`config.mk`:
```
export PLATFORM = sky130hd
export DESIGN_NAME = ber_ref_lfsr
export DESIGN_NICKNAME = d
export VERILOG_FILES = /design/src/rtl/qpsk_pkg.sv /design/src/rtl/ber_ref_lfsr.sv
export SDC_FILE = /design/constraint.sdc
export NUM_CORES = 1
export LEC_CHECK = 0
export ABC_AREA = 0
export BUFFER_PORTS_ARGS = -buffer_cell sky130_fd_sc_hd__buf_4
export CAP_MARGIN = 5
export CORE_AREA = 2 2 39 41
export CTS_BUF_LIST = sky130_fd_sc_hd__clkbuf_4 sky130_fd_sc_hd__clkbuf_8
export CTS_CLUSTER_DIAMETER = 60
export DETAILED_ROUTE_END_ITERATION = 7
export DIE_AREA = 0 0 41 43
export GPL_ROUTABILITY_DRIVEN = 0
export HOLD_SLACK_MARGIN = 0.06
export MAX_ROUTING_LAYER = met4
export SLEW_MARGIN = 15
export SYNTH_ARGS = -nofsm -noshare
export SYNTH_HDL_FRONTEND = slang
export SYNTH_SLANG_ARGS = --single-unit
```
`constraint.sdc`:
```
create_clock -name clk -period 1.7 [get_ports clk]
set_clock_uncertainty 0.05 [all_clocks]
set_input_delay 0.255 -clock clk [delete_from_list [all_inputs] [get_ports clk]]
set_output_delay 0.255 -clock clk [all_outputs]
set_load 0.02 [all_outputs]
```
`src/rtl/qpsk_pkg.sv`:
```
// Shared constants for the PRBS9 bit-error-rate checker:
// sequence length, recurrence taps and FSM state encoding.
package qpsk_pkg;

  localparam int PRBS9_LEN = 9;
  localparam int TAP_A     = 9;
  localparam int TAP_B     = 5;

  typedef enum logic {
    SEARCH = 1'b0,
    LOCKED = 1'b1
  } ber_state_t;

endpackage

```
`src/rtl/ber_ref_lfsr.sv`:
```
// PRBS9 reference history: 9-bit shift register fed either by
// the received bit or by its own prediction.
// Ports:
//   clk, rst  - clock, synchronous active-high reset
//   shift     - advance the history by one bit
//   sel_pred  - 1: feed predicted bit, 0: feed rx_bit
//   rx_bit    - received bit
//   pred      - predicted next bit x[n-9] ^ x[n-5]
//   hist_zero - history is all zero
module ber_ref_lfsr
  import qpsk_pkg::*;
(
  input  logic clk,
  input  logic rst,
  input  logic shift,
  input  logic sel_pred,
  input  logic rx_bit,
  output logic pred,
  output logic hist_zero
);

  // hist[0] is the newest bit, hist[k] is x[n-1-k]
  logic [PRBS9_LEN-1:0] hist;
  logic                 feed;

  assign pred      = hist[TAP_A-1] ^ hist[TAP_B-1];
  assign hist_zero = (hist == '0);
  assign feed      = sel_pred ? pred : rx_bit;

  always_ff @(posedge clk) begin
    if (rst) begin
      hist <= '0;
    end else if (shift) begin
      hist <= {hist[PRBS9_LEN-2:0], feed};
    end
  end

endmodule

```
### After elaboration in Yosys (flattened, before gate mapping)

Cells that the tools add are included.

| storage, ports and cells | value |
|---|---|
| flip-flop bits (word level) | 9 |
| latch bits | 0 |
| memory bits (writable) | 0 |
| memory bits (read-only) | 0 |
| input port bits | 5 |
| output and inout port bits | 2 |
| logic and storage cells | 4 |
| memories | 0 |

| operators by class | value |
|---|---|
| $add $sub $neg | 0 |
| multipliers | 0 |
| divide/modulo/power cells | 0 |
| $lt $le $gt $ge | 0 |
| equal/unequal tests | 0 |
| shifts and indexed selects | 0 |
| mux-type cells | 1 |
| bitwise operators | 1 |
| reduce and logical (&&, ||, !) cells | 1 |

Operators with widths:

| kind | count |
|---|---|
| logical NOT 9 bit | 1 |
| two-way mux 1 bit | 1 |
| bitwise XOR 1 bit | 1 |

### Longest topological paths before layout

| logic depth | value |
|---|---|
| depth after elaboration | 2 |
| depth in mapped cells | 3 |
| depth with buffers taken out | 2 |

### Worst setup path before layout

OpenSTA, ideal clock, no wires.

| timing | value |
|---|---|
| path kind | register to output |
| from | reg hist[4] |
| to | out hist_zero |
| arrival | 1314 ps |
| data required time | 1395 ps |
| slack | 81 ps |
| cell stages (with the launch flop) | 3 |
| cells stage by stage | dfxtp_1 or4_1 nor4_2 |

| between the ends | value |
|---|---|
| cells in the longest elaborated chain, start to end | 1 |

RTL lines:

| what | line | RTL |
|---|---|---|
| from (decl) | ber_ref_lfsr.sv:23 | `logic [PRBS9_LEN-1:0] hist;` |
| from (signal assigned) | ber_ref_lfsr.sv:34 | `hist <= {hist[PRBS9_LEN-2:0], feed};` |
| logical NOT 9 bit | ber_ref_lfsr.sv:27 | `assign hist_zero = (hist == '0);` |
| to (decl) | ber_ref_lfsr.sv:19 | `output logic hist_zero` |

No other way between the ends.

### Final worst setup path

Ends and elaborated chain as after synthesis.

==> results.md <==
* **DIE WIDTH** 41 um
* **unrepaired setup endpoints after global routing** true
* **largest registers** hist x9
* **number of maximum-capacitance constraint violations** 0
* **GRT Util Overall** 9.10%
* **Final #Nets** 50
* **total length of routed wires** 650 um
* **remaining antenna violation count** 0
* **layout overhead on the synthesized area** 29.1%
* **net count after synthesis** 40
* **critical path capture point type** primary output
* **post-DR vias/cell** 4.52
* **clock slew seen by the registers of the worst setup and hold paths** 60 ps
* **pin count of the biggest net entering global routing** 12
* **number of warnings issued by yosys** 0
* **clock tree root driver cell** clkbuf_4
* **startpoint-to-endpoint class of the critical path** flop to primary output
* **wire length of the first global-routing pass** 966 um
* **setup violators final** 1
* **number of distinct library cell variants in the gate-level netlist after synthesis** 12
* **violation count after the first detailed-routing iteration** 1
* **largest register by flop count** hist
* **net switching component of the power** 98.0 uW
* **number of antenna violations at the first check in global routing** 0
* **number of instances in the synthesized netlist** 35
* **combinational group share of total power** 7.5%
* **Static Leak** 0.236 nW
* **kind of launch point of the worst setup path** flop
* **number of levels the H-tree was split into** 1
* **Synth Area per Inst** 10.6 um^2
* **DR vias** 271
* **portion of total power attributed to sequential cells** 49.2%
* **Final Critical Period** 1740 ps
* **final worst path period share** 102%
* **Clock power frac** 43.3%
* **post-synthesis instance area** 370 um^2
* **Rel. slew slack** 83.7%
* **clock buffer depth** 2
* **total core area** 1380 um^2
* **power per standard cell area** 911 nW/um^2
* **number of ports placed on the die boundary** 7
* **core occupancy in the finished layout** 34.5%
* **classification of the worst-slack hold path** primary input to flop
* **number of hold-repair buffers added at the cts stage** 0
* **cell-internal power** 337 uW
* **drt first pass iters** 3
* **status** finished with violations
* **Slew @ Worst Pin** 241 ps
* **Worst VDD drop** 0.190 mV
* **number of clock buffers inserted by TritonCTS** 3
* **Initial Utilization** 26.8%
* **share of cells above drive strength 1** 34.1%
* **Net Sw Frac** 22.5%
* **achievable frequency** 576 MHz
* **required time at the worst-slack endpoint** 1390 ps
* **clock insertion delay at the later pin of the skew report** 270 ps
* **post-route setup slack** -36.3 ps
* **fin. max-slew vios** 0
* **flip-flop count of the largest register, all copies and words added** 9
* **largest driver fanout on the critical path** 2
* **Final Hold Vio Count** 0
* **drt drc** 0
* **TNS Setup** -36.3 ps
* **Core Rows** 14
* **die boundary height** 43 um
* **die area** 1760 um^2
* **detailed placer's ending HPWL** 436 um
* **number of register bits inferred by synthesis** 9
* **CTS sink cnt** 9
* **TritonCTS clock tree** done
* **routed length per instance** 10.8 um
* **sequential cell area fraction in the yosys report** 48.6%
* **remaining global-route overflow** 0
* **violated checks** negative setup slack
* **IO Port Bufs** 6
* **vias in the first global route** 263
* **data arrival time of the critical path** 1430 ps
* **number of antenna diodes** 0
==> metal layers <==
metal	global-route usage (%)	routed length, um	vias to the layer above
li1	-	-	139
met1	7.84	252	119
met2	13.4	308	10
met3	3.14	58	3
met4	10.0	31	0
met5	-	0	-
==> synthesized netlist by cell type <==
cell	instances	area, um^2
a211o_1	1	8.76
and3b_1	1	8.76
buf_2	2	10.0
dfxtp_1	9	180
mux2i_1	8	80.1
nor2_1	8	30.0
nor3b_1	1	7.51
nor4_2	1	12.5
nor4bb_1	1	10.0
or3_1	1	6.26
or4_1	1	7.51
xor2_1	1	8.76
==> layout by cell type, fill, tap and decap left out, types with 2 or more instances in the layout <==
| cell | netlist | layout |
|---|---|---|
| mux2i_1 | 8 | 8 |
| nor2_1 | 8 | 8 |
| buf_4 | 0 | 7 |
| dfxtp_1 | 9 | 7 |
| clkbuf_4 | 0 | 4 |
| dfxtp_2 | 0 | 2 |
==> timing repair <==
item                                   CTS  global route
resized for setup                        3             1
setup buffers                            1             0
endpoints found under the hold margin    0             0
pin swaps                                1             0
setup endpoints to repair                1             1
==> kinds of logic after synthesis <==
family	synth area share, %
AO/OA/AOI/OAI	2.37
AND/OR/NAND/NOR	22.3
flip-flops	48.6
XOR/XNOR	2.37
multiplexers	21.6
buffers and inverters	2.70
==> final cells by class <==
class                   instances  area (um^2)
fillers                       143          906
multi-input cells              24          193
flip-flops and latches          9          183
repair buffers                  7         52.6
clock buffers                   4         30.0
well taps                      16         20.0
==> stage by stage <==
| stage | instance area (um^2) | total power [mW] | hold slack [ps] | setup WS, ps | std cells |
|---|---|---|---|---|---|
| 2_1_floorplan | 370 | 0.239 | 421 | 81.2 | 35 |
| 3_3_place_gp | 425 | 0.250 | 455 | 156 | 55 |
| 3_5_place_dp | 425 | 0.250 | 455 | 137 | 55 |
| 4_1_cts | 469 | 0.437 | 180 | -46.0 | 60 |
| 5_1_grt | 478 | 0.446 | 194 | -94.8 | 60 |
| 6_report | 478 | 0.435 | 182 | -36.3 | 60 |
==> power by group through the flow <==
stage	clock [mW]	combinational, mW	sequential, mW
floorplan	0	0.0203	0.218
global placement	0	0.0308	0.219
detailed placement	0	0.0310	0.219
CTS	0.191	0.0319	0.214
global route	0.196	0.0357	0.214
finish	0.188	0.0328	0.214
==> final timing paths <==
kind,start,end,slack [ps],cells after the start
max,hist[4]$_SDFFE_PP0P_,hist_zero,-40,3
min,rst,hist[4]$_SDFFE_PP0P_,180,2
max reg2reg,hist[4]$_SDFFE_PP0P_,hist[0]$_SDFFE_PP0P_,670,3
min reg2reg,hist[6]$_SDFFE_PP0P_,hist[7]$_SDFFE_PP0P_,470,2
==> worst max-delay path, cell delays in order (launching register included) <==
cell,delay [ps]
dfxtp_2,320
or4_4,540
nor4_4,130
buf_4,170
Power figures use the tool's default switching activity.
